$ cat src/rtl/bullet_hit_scanner.sv
// bullet_hit_scanner: per-frame bullet vs tank collision scanner.
// Snapshots bullets/tanks on frame_start, tests one bullet per cycle, commits hit matrix.
module bullet_hit_scanner #(
    parameter int TANK_NUM    = 2,
    parameter int BULLET_NUM  = 8,
    parameter int TANK_SIZE   = 32,
    parameter int BULLET_SIZE = 4,
    localparam int N  = TANK_NUM * BULLET_NUM,
    localparam int IW = (N > 1) ? $clog2(N) : 1
) (
    input  logic                                      Clk,
    input  logic                                      Reset_n,
    input  logic                                      frame_start,
    input  logic [TANK_NUM-1:0][BULLET_NUM-1:0][31:0] bullet_array,
    input  logic [TANK_NUM-1:0][9:0]                  tank_x,
    input  logic [TANK_NUM-1:0][9:0]                  tank_y,
    output logic [N-1:0][TANK_NUM-1:0]                hit,
    output logic                                      clear_valid,
    output logic [IW-1:0]                             clear_idx,
    output logic                                      busy,
    output logic                                      done,
    output logic                                      overrun
);

    typedef enum logic [1:0] {
        IDLE,
        SCAN,
        COMMIT
    } state_t;

    state_t                     state;
    logic [IW-1:0]              idx;
    logic [N-1:0][20:0]         snap_b;
    logic [TANK_NUM-1:0][9:0]   snap_tx;
    logic [TANK_NUM-1:0][9:0]   snap_ty;
    logic [N-1:0][TANK_NUM-1:0] work;

    logic [20:0]                cur;
    logic [10:0]                bx;
    logic [10:0]                by;
    logic [10:0]                tx;
    logic [10:0]                ty;
    logic [TANK_NUM-1:0]        hit_vec;
    int                         owner;
    logic                       unused_bits;

    // Bits above the y field carry no meaning for collision
    always_comb begin
        unused_bits = 1'b0;
        for (int o = 0; o < TANK_NUM; o++) begin
            for (int b = 0; b < BULLET_NUM; b++) begin
                unused_bits = unused_bits ^ (^bullet_array[o][b][31:21]);
            end
        end
    end

    // Box-overlap test of the current snapshot bullet against every tank
    always_comb begin
        cur     = snap_b[idx];
        bx      = {1'b0, cur[10:1]};
        by      = {1'b0, cur[20:11]};
        owner   = int'(idx) / BULLET_NUM;
        tx      = '0;
        ty      = '0;
        hit_vec = '0;
        for (int j = 0; j < TANK_NUM; j++) begin
            tx = {1'b0, snap_tx[j]};
            ty = {1'b0, snap_ty[j]};
            if (cur[0] && (j != owner)
                && (bx < tx + 11'(TANK_SIZE))
                && (bx + 11'(BULLET_SIZE) > tx)
                && (by < ty + 11'(TANK_SIZE))
                && (by + 11'(BULLET_SIZE) > ty)) begin
                hit_vec[j] = 1'b1;
            end
        end
    end

    // Scan sequencer: snapshot, per-bullet scan, single-cycle commit
    always_ff @(posedge Clk) begin
        if (!Reset_n) begin
            state       <= IDLE;
            idx         <= '0;
            snap_b      <= '0;
            snap_tx     <= '0;
            snap_ty     <= '0;
            work        <= '0;
            hit         <= '0;
            clear_valid <= 1'b0;
            clear_idx   <= '0;
            busy        <= 1'b0;
            done        <= 1'b0;
            overrun     <= 1'b0;
        end else begin
            clear_valid <= 1'b0;
            done        <= 1'b0;
            unique case (state)
                IDLE: begin
                    if (frame_start) begin
                        for (int o = 0; o < TANK_NUM; o++) begin
                            for (int b = 0; b < BULLET_NUM; b++) begin
                                snap_b[o*BULLET_NUM+b] <= bullet_array[o][b][20:0];
                            end
                        end
                        snap_tx <= tank_x;
                        snap_ty <= tank_y;
                        work    <= '0;
                        idx     <= '0;
                        busy    <= 1'b1;
                        state   <= SCAN;
                    end
                end
                SCAN: begin
                    work[idx] <= hit_vec;
                    if (|hit_vec) begin
                        clear_valid <= 1'b1;
                        clear_idx   <= idx;
                    end
                    if (idx == IW'(N - 1)) begin
                        state <= COMMIT;
                    end else begin
                        idx <= idx + IW'(1);
                    end
                    if (frame_start) begin
                        overrun <= 1'b1;
                    end
                end
                COMMIT: begin
                    hit   <= work;
                    done  <= 1'b1;
                    busy  <= 1'b0;
                    state <= IDLE;
                    if (frame_start) begin
                        overrun <= 1'b1;
                    end
                end
                default: begin
                    state <= IDLE;
                    busy  <= 1'b0;
                end
            endcase
        end
    end

endmodule

$ cat config.mk
export PLATFORM = sky130hd
export DESIGN_NAME = bullet_hit_scanner
export DESIGN_NICKNAME = d
export VERILOG_FILES = /design/src/rtl/bullet_hit_scanner.sv
export SDC_FILE = /design/constraint.sdc
export NUM_CORES = 1
export LEC_CHECK = 0
export CORE_AREA = 5 5 230 232
export DETAILED_ROUTE_END_ITERATION = 10
export DIE_AREA = 0 0 235 237
export PLACE_DENSITY = 0.7
export SYNTH_ARGS = -nofsm -noshare
export SYNTH_HDL_FRONTEND = slang
export SYNTH_SLANG_ARGS = --single-unit
$ cat constraint.sdc
create_clock -name Clk -period 7.74 [get_ports Clk]
set_input_delay 0.774 -clock Clk [delete_from_list [all_inputs] [get_ports Clk]]
set_output_delay 0.774 -clock Clk [all_outputs]
set_load 0.01 [all_outputs]
==> results.py <==
metrics = {
    "worst_setup_path": {
        "rr_worst_depth": 15,
        "critPathKind": "register to register",
        "path_buf_inv": 1,
        "max_stage_delay_ns": 0.99,
        "crit_fanout": 50,
        "cp_cell_sequence": "buf_12 -> mux4_2 -> mux4_2 -> ha_1 -> xor2_1 -> ha_1 -> a21o_1 -> a21o_1 -> a21o_1 -> a221o_1 -> a211oi_1 -> nor2_1 -> o221ai_4 -> a21oi_4 -> and2_1",
        "end_kind": "register",
        "cp-start-kind": "register",
        "cpMostUsedCell": "a21o_1",
        "cpLargestDelayFamily": "compound AO/OA/AOI/OAI gates",
        "rr_startpoint": "idx[1]",
        "rr_endpoint": "clear_valid",
        "required_ns": 8.20,
        "crit_arrival_ns": 5.70,
        "crit_slowest_cell": "dfxtp_4",
        "ff2ff_setup_slack_ns": 2.50,
    },
    "logic_synthesis": {
        "synth_edf_count": 0,
        "synth.distinct_cells": 63,
        "synth-seq-cells": 454,
        "yosys_warnings": 0,
        "synth_area_per_cell_um2": 8.621,
        "ys.flop_type": "dfxtp_1",
        "synth_cells": 2387,
        "synthArstFlopShare": 0,
        "synthesis.nets": 3027,
        "yosysSeqAreaShare": 0.4417,
        "syn_area_um2": 20580,
    },
    "clock_tree": {
        "post_cts_buffers": 0,
        "clockBufferDepth": 3,
        "ctsResizeCount": 0,
        "clk_latency_ns": 0.58,
        "cts_made_buffers": 47,
        "tritoncts": "done",
        "cts.sinks": 454,
        "cts_root_buf": "clkbuf_16",
        "cts_hold_buf": 0,
        "htreeDepth": 2,
        "clkTransAtPathRegs_ns": 0.06,
    },
    "cells_and_area": {
        "fin_nets": 3335,
        "final_cells": 3412,
        "postLayoutCoreUtil": 0.5210,
        "ff_latch_area_um2": 9097,
        "area_growth_pct": 28.57,
        "fin_area_um2": 26460,
        "drive_gt1_frac": 0.07416,
        "multi_input_area_um2": 10470,
        "fillers": 4646,
    },
    "pwr": {
        "switching_share": 0.2639,
        "pwr_density_cell_nw_per_um2": 211.9,
        "leakagePower_nw": 9.725,
        "power_frac_seq": 0.456,
        "p_int_w": 0.004127,
        "combPwrFrac": 0.157,
        "peakVddDrop_uv": 205.1,
        "switchingPower_w": 0.001480,
        "clockPowerShare": 0.387,
    },
    "detailed_routing": {
        "wire_per_inst_um": 19.68,
        "drc_errors": 0,
        "wirelength_mm": 67.14,
        "ant_nets": 0,
        "drt-initial-drc-count": 1229,
        "drtPass1Iterations": 5,
        "viasPerCell": 5.301,
        "vias": 18090,
    },
    "die": {
        "die_w_um": 235,
        "rows": 83,
        "io_pins": 595,
        "core_um2": 50780,
        "initial_utilization": 0.4052,
        "die_area_um2": 55700,
        "die_h_um": 237,
    },
    "global_route": {
        "grtUsageTotal": 0.2294,
        "grt_pass1_vias": 17660,
        "globalRouteOverflowTotal": 0,
        "grt_pass1_wl_mm": 102.0,
        "grt_start_max_net_pins": 226,
        "antenna_found_initial": 14,
    },
    "timing": {
        "worst_pin_slew_ns": 1.287,
        "hold_viol": 0,
        "relSlewSlack": 0.1420,
        "setup_viol": 0,
        "final.setup_skew_ns": 0.01624,
        "fmax_mhz": 191.0,
        "period_share": 0.6765,
        "period_needed_ns": 5.236,
        "rsz0062_at_grt": "no",
        "slew_viol_final": 0,
        "tns_ns": 0,
    },
    "hold_path": {
        "worst_hold_startpoint": "work[31]",
        "hp-class": "register to register",
        "holdPathEnd": "work[31]",
        "min_path_cells": 2,
    },
    "run": {
        "cap_violations": 0,
    },
    "placed_design": {
        "placed_area_um2": 24970,
        "placed_cells": 3326,
        "post-dp-hpwl_mm": 48.70,
        "globalplace.congestion": 0.8418,
        "port-buffer-count": 418,
    },
    "outcome": {
        "status": "finished, final reports clean",
    },
}
worst max-delay path by stage:
stage / from / end / slack [ns] / cells past startpoint
final: idx[1] / clear_valid / 2.50 / 15
after global routing: idx[0] / clear_idx[2] / 2.18 / 17
after CTS: idx[0] / clear_idx[1] / 2.48 / 17
after global placement: idx[0] / clear_idx[2] / 2.59 / 17
after detailed placement: idx[1] / clear_valid / 2.52 / 15
after floorplan: idx[0] / clear_valid / 3.29 / 18
power by group through the flow:
stage	registers (W)	logic, W	clock network, W
2_1_floorplan	0.00257	0.000528	0
3_3_place_gp	0.00260	0.000861	0
3_5_place_dp	0.00261	0.000877	0
4_1_cts	0.00255	0.000883	0.00222
5_1_grt	0.00257	0.000969	0.00231
6_report	0.00256	0.000881	0.00217
logic make-up (layout without fill, tap and decap cells):
logic type,Yosys count,after routing,share of synthesized area
multiplexers,130,130,0.1194
AND/OR/NAND/NOR,975,975,0.1906
buffers and inverters,228,565,0.05035
flip-flops,454,454,0.4417
adder cells (fa/ha/maj),85,85,0.05168
AO/OA/AOI/OAI,491,491,0.1361
XOR/XNOR,24,24,0.01022
other,0,8,0
state kept, by name, summed over array words and instances, names as in the netlist:
name / cells
snap_ty: 20
state: 2
hit: 32
busy: 1
overrun: 1
snap_b: 336
snap_tx: 20
clear_valid: 1
idx: 4
done: 1
clear_idx: 4
work: 32
cell type report:
class / instances / share of cell area
clock buffers: 67 / 0.05231
inverters: 57 / 0.008371
multi-input cells: 1705 / 0.3956
repair buffers: 430 / 0.1639
well taps: 680 / 0.03216
clock inverters: 11 / 0.002979
flip-flops and latches: 454 / 0.3439
diodes: 8 / 0.0007567
placed cells by master (no fill, tap or decap), types with 18 or more instances in the layout:
| cell type | instances |
|---|---|
| inv_1 | 55 |
| dfxtp_1 | 451 |
| and3_1 | 18 |
| nand2_1 | 792 |
| mux4_2 | 91 |
| clkbuf_16 | 49 |
| a21oi_1 | 393 |
| nor2_1 | 64 |
| nand3_1 | 52 |
| mux2i_1 | 38 |
| xnor2_1 | 21 |
| clkdlybuf4s50_1 | 418 |
| o21a_1 | 19 |
| ha_1 | 84 |
routing by layer:
metal / wire, µm / vias up / GRT usage
met3: 4294 / 91 / 0.04251
met4: 1465 / 8 / 0.06176
met2: 31220 / 573 / 0.3707
met1: 30110 / 8701 / 0.3184
met5: 55 / - / 0
li1: - / 8713 / -
tightest hold or removal path, cell delays in order (launching register included):
cell,delay [ns]
dfxtp_1,0.31
nand2_1,0.05
nor2_1,0.04
cells in the mapped netlist, drive strengths merged, types with 2 or more instances:
cell | n | area, µm²
a21oi | 394 | 1983
nand4 | 15 | 100.1
nand3 | 53 | 270.3
o22ai | 2 | 12.51
nor4 | 2 | 33.78
a31oi | 4 | 40.04
ha | 85 | 1064
o221ai | 4 | 70.07
buf | 40 | 330.3
a2111oi | 4 | 53.81
a211oi | 7 | 57.55
xnor2 | 21 | 183.9
a21o | 8 | 60.06
o211ai | 3 | 22.52
mux4 | 92 | 2076
xor2 | 3 | 26.28
nor3 | 5 | 25.02
a22oi | 18 | 150.2
nor2b | 7 | 43.79
and2 | 8 | 52.55
nand2b | 2 | 12.51
o21a | 19 | 142.6
nand2 | 796 | 2995
o21ai | 16 | 80.07
inv | 56 | 210.2
clkbuf | 131 | 491.7
a221oi | 3 | 43.80
o2111ai | 2 | 17.52
dfxtp | 454 | 9089
nor2 | 66 | 252.7
and3 | 18 | 112.6
mux2i | 38 | 380.4
through the flow:
stage               power, W  worst slack [ns]  hold slack, ns
CTS                 0.005653             2.484          0.4358
detailed placement  0.003482             2.524          0.4275
global route        0.005852             2.180          0.4617
floorplan           0.003096             3.293          0.4093
finish              0.005607             2.504          0.4335
global placement    0.003457             2.591          0.4197
Power figures use the tool's default switching activity.
==> edit 1, RTL diff (config.mk and constraints unchanged) <==
Make the reset (`Reset_n`) asynchronous in one clocked block.
--- a/src/rtl/bullet_hit_scanner.sv
+++ b/src/rtl/bullet_hit_scanner.sv
@@ -78,5 +78,5 @@
 
     // Scan sequencer: snapshot, per-bullet scan, single-cycle commit
-    always_ff @(posedge Clk) begin
+    always_ff @(posedge Clk or negedge Reset_n) begin
         if (!Reset_n) begin
             state       <= IDLE;
Formal check against the unedited RTL: differs if Reset_n is asserted again (counterexample within 4 cycles, from zero or initial values and one cycle with Reset_n low); with Reset_n held inactive, the same outputs for 4 cycles.
==> edit 1 against the unedited design <==
Sequential cell count unchanged; final area up 6.1%; synthesized cell count down 38%; clock skew up 0.0027 ns; count of clock-buffer cells in the layout up 6; routed wire length down 11%; setup slack worse by 0.32 ns; die area unchanged; area after synthesis up 4.8%; critical path depth down 1; largest cell class is now sequential cells; highest routed layer unchanged.
Power is not compared: it rests on default switching activity, and its combinational part moved more than twofold at a synthesized area within 25%.
==> edit 1: results (changes against the unedited design) <==
stage;metric;value;unit;change
pwr;ir_drop;213.2;uV;
logic_synthesis;ys.warnings.count;0;;unchanged
routing;ant_nets;0;;unchanged
worst_setup_path;crit_fanout;26;;-48%
layout;final_cells;2600;;-24%
clocking;cts_made_buffers;49;;+4.3%
routing;wire_per_inst;23.04;um;+17%
logic_synthesis;synth_common_cells;dfrtp_1, mux2_2, mux4_2;;
grt;grt_max_degree;172;;-24%
layout;top_regs;snap_b (336), hit (32), work (32);;
logic_synthesis;synth_seq_area_share;0.5269;;+0.08524
worst_setup_path;crit_arrival;6.01;ns;+0.31 ns
routing;first_pass_iters;5;;unchanged
hold_path;hp-class;in2async;;
clocking;cts_resized;0;;unchanged
timing;tightest_slew;1.217;ns;-0.07007 ns
logic_synthesis;synth_compound_area_frac;0.03563;;-0.1005
logic_synthesis;synth_largest_area_cell;dfrtp_1;;
placement;port_buffers;418;;unchanged
placement;dp_worst_setup_slack;2.143;ns;-0.3813 ns
logic_synthesis;synth.net_count;2112;;-30%
layout;fill_cells;4134;;-11%
grt;grt_pass1_vias;15250;;-14%
routing;viasPerCell;5.295;;-0.10%
placement;detailed_place.area;26490;um2;+6.1%
logic_synthesis;avgSynthCellArea;14.65;um2;+70%
status;status;finished, final reports clean;;
logic_synthesis;synth.distinct_cells;59;;-6.3%
layout;drive_above_1_share;0.3189;;+0.2448
worst_setup_path;critPathMaxStageDelay;0.79;ns;-0.20 ns
pwr;powerComb;5.71;mW;
pwr;p_sw;4.339;mW;
layout;nNetsFinal;2524;;-24%
pwr;p_seq;4.08;mW;
worst_setup_path;slowest_stage;dfrtp_4;;
pwr;powerDensity;430.9;nW/um2;
timing;fin_worst_skew;0.01893;ns;+0.002698 ns
grt;antenna_found_initial;13;;-1
logic_synthesis;synthFlopType;dfrtp_1;;
clocking;clk_pin_slew;0.06;ns;about the same
routing;initialDrtViolationCount;763;;-38%
grt;grt_first_pass_wirelength;92480;um;-9.3%
placement;globalplace.congestion;0.8448;;+0.36%
logic_synthesis;synthTopCellsByArea;dfrtp_1, mux2_2, mux4_2, ha_1, nand3_1;;
logic_synthesis;synthAdderAreaFrac;0.04933;;-0.002357
pwr;p_leak;11.87;nW;
clocking;postCtsSetupRepairBufs;0;;unchanged
logic_synthesis;synth_xor_area_frac;0.009749;;-0.0004659
worst_setup_path;cp_top_family;multiplexers;;
layout;largest_reg_flops;336;;unchanged
logic_synthesis;async_reset_ff_frac;1.000;;+1.000
clocking;clock_path_buffers;3;;unchanged
clocking;worst_skew_pair.late_latency;0.58;ns;about the same
logic_synthesis;yosys-mux-area-fraction;0.3146;;+0.1952
placement;dp_hpwl;44140;um;-9.4%
grt;track_usage;0.2143;;-0.01508
-- edit 1: final timing paths --
check | startpoint | endpoint | slack (ns) | depth (start not counted)
setup / recovery | idx[0] | clear_idx[1] | 2.19 | 14
hold / removal | Reset_n | hit[19] | 0.29 | 1
setup reg to reg | idx[0] | clear_idx[1] | 2.19 | 14
hold reg to reg | overrun | overrun | 0.48 | 1
max in group asynchronous | Reset_n | snap_b[110] | 5.94 | 2
min in group Clk | overrun | overrun | 0.48 | 1
-- edit 1: cell type report --
type	count	area, um2	share of cell area
sequential	454	11370	0.4051
multi-input combinational	886	9642	0.3436
timing repair buffer	439	4422	0.1576
clock buffer	73	1418	0.05052
tap	680	850.8	0.03032
inverter	54	202.7	0.007223
clock inverter	13	155.1	0.005529
antenna	1	2.502	0.00008918
-- edit 1: routing by layer --
metal,GRT usage,routed length [um],vias up
met1,0.2888,25890,7034
met5,0,138,-
met3,0.07442,4507,93
met4,0.04105,1025,24
li1,-,-,6271
met2,0.3426,28330,346
==> edit 2, RTL diff (same settings) <==
Made on the original files. The parameter `BULLET_NUM` goes from 8 to 4.
--- a/src/rtl/bullet_hit_scanner.sv
+++ b/src/rtl/bullet_hit_scanner.sv
@@ -3,5 +3,5 @@
 module bullet_hit_scanner #(
     parameter int TANK_NUM    = 2,
-    parameter int BULLET_NUM  = 8,
+    parameter int BULLET_NUM  = 4,
     parameter int TANK_SIZE   = 32,
     parameter int BULLET_SIZE = 4,
Ports: changed (resized bullet_array, clear_idx and hit); port bits go from 595 to 322. No check against the original RTL was run, so the function may have changed too.
==> edit 2 against the unedited design <==
Die area unchanged; critical path depth is 2 lower; final area fell by 38%; setup slack improved by 0.11 ns; sequential cell count fell by 202; routed wire length shrank 30%; synthesized cell count is 35% lower; total power is 38% lower; fmax is 2.2% higher; area after synthesis fell by 40%.
==> edit 2: results (changes against the unedited design) <==
stage;metric;value;unit;change
layout;inverters;56;;-1.8%
layout;regArea;5047;um2;-45%
worst_setup_path;rr_worst_depth;13;;-2
grt;grt_pass1_vias;11690;;-34%
placement;placed_cells_incl_taps;2376;;-29%
grt;grt_max_degree;97;;-57%
layout;n_all_buffers;243;;-43%
placement;port_buffers;233;;-44%
worst_setup_path;crit_fanout;32;;-36%
timing;tightest_slew;0.9915;ns;-0.2955 ns
layout;layout.nonclk_buf_frac;0.1479;;-0.01600
layout;nNetsFinal;2110;;-37%
clocking;cts_made_buffers;30;;-36%
routing;viasPerCell;4.831;;-8.9%
pwr;p_leak;6.037;nW;-38%
status;status;finished, final reports clean;;
placement;dp_hpwl;36470;um;-25%
timing;slew_viol_final;0;;unchanged
logic_synthesis;synth_cells;1552;;-35%
hold_path;worstHoldPathCells;2;;unchanged
layout;fill_cells;5295;;+14%
layout;multi_input_gates;1145;;-33%
pwr;ir_drop;200.5;uV;-2.3%
placement;globalplace.congestion;0.9081;;+7.9%
routing;first_pass_iters;5;;unchanged
routing;routed_wl;47050;um;-30%
logic_synthesis;synth_common_cells;nand2_1, dfxtp_1, a21oi_1;;
logic_synthesis;synth_seq_area_share;0.4067;;-0.03499
worst_setup_path;crit_arrival;5.58;ns;-0.12 ns
hold_path;hp-class;reg2reg;;
layout;top_regs;snap_b (168), snap_tx (20), snap_ty (20);;
logic_synthesis;ys_ff_latch;252;;-44%
routing;initialDrtViolationCount;1089;;-11%
routing;wire_per_inst;19.34;um;-1.7%
layout;nClkBuffers;45;;-33%
layout;multi_input_area;6731;um2;-36%
layout;diodes;0;;-8
layout;drive_above_1_share;0.05308;;-0.02107
logic_synthesis;synth.net_count;1934;;-36%
logic_synthesis;synth.distinct_cells;69;;+9.5%
grt;antenna_found_initial;0;;-14
clocking;cts_max_level;1;;-1
worst_setup_path;critPathMaxStageDelay;0.84;ns;-0.15 ns
layout;seq_share;0.3101;;-0.03372
logic_synthesis;synthFlopType;dfxtp_1;;
flow_run;maxCapViolCount;0;;unchanged
worst_setup_path;slowest_stage;dfxtp_2;;
logic_synthesis;synthTopCellsByArea;dfxtp_1, nand2_1, a21oi_1, ha_1, mux2i_1;;
placement;detailed_place.area;15250;um2;-39%
timing;fin_worst_skew;0.04472;ns;+0.02848 ns
layout;final-clk-cell-share;0.06281;;+0.007527
grt;track_usage;0.1602;;-0.06917
placement;dp_worst_setup_slack;2.570;ns;+0.04554 ns
grt;grt_first_pass_wirelength;70020;um;-31%
edit 2: through the flow:
stage,total power [mW],util
floorplan,1.823,-
global placement,2.094,0.3003
detailed placement,2.104,0.3003
CTS,3.532,0.3205
global route,3.663,0.3205
finish,3.502,0.3205
edit 2: final timing paths:
check	from	to	slack (ns)
setup / recovery	idx[0]	clear_valid	2.62
hold / removal	work[2]	work[2]	0.44
setup reg to reg	idx[0]	clear_valid	2.62
hold reg to reg	work[2]	work[2]	0.44
edit 2: logic make-up (layout without fill, tap and decap cells):
logic type / after synthesis / count (layout) / share of synthesized area
flip-flops: 252 / 252 / 0.4067
adder cells (fa/ha/maj): 83 / 83 / 0.08372
buffers and inverters: 155 / 355 / 0.05144
XOR/XNOR: 24 / 24 / 0.01695
AND/OR/NAND/NOR: 597 / 597 / 0.1993
multiplexers: 54 / 54 / 0.05215
AO/OA/AOI/OAI: 387 / 387 / 0.1897
edit 2: power breakdown:
group          total [mW]  internal, mW  switching (mW)
sequential           1.43          1.37          0.0584
combinational       0.647         0.275           0.372
clock                1.42         0.827           0.597
total                3.50          2.47            1.03
edit 2: per-layer routing:
layer,routed length (um),track usage,share of wire,up-vias
met4,2155,0.06388,0.046,0
met1,20550,0.2075,0.44,5560
met3,3109,0.03191,0.066,80
met5,0,0,0,-
li1,-,-,-,5674
met2,21230,0.2631,0.45,434
edit 2: worst max-delay path: cells and delay by family (launching register included):
family,cells,cell delay (ns)
and+or+nand+nor,4,1.22
AOI/OAI and AO/OA,7,2.25
DFF,1,0.84
adders and majority gates,1,0.32
xor gates and xnor gates,1,0.37
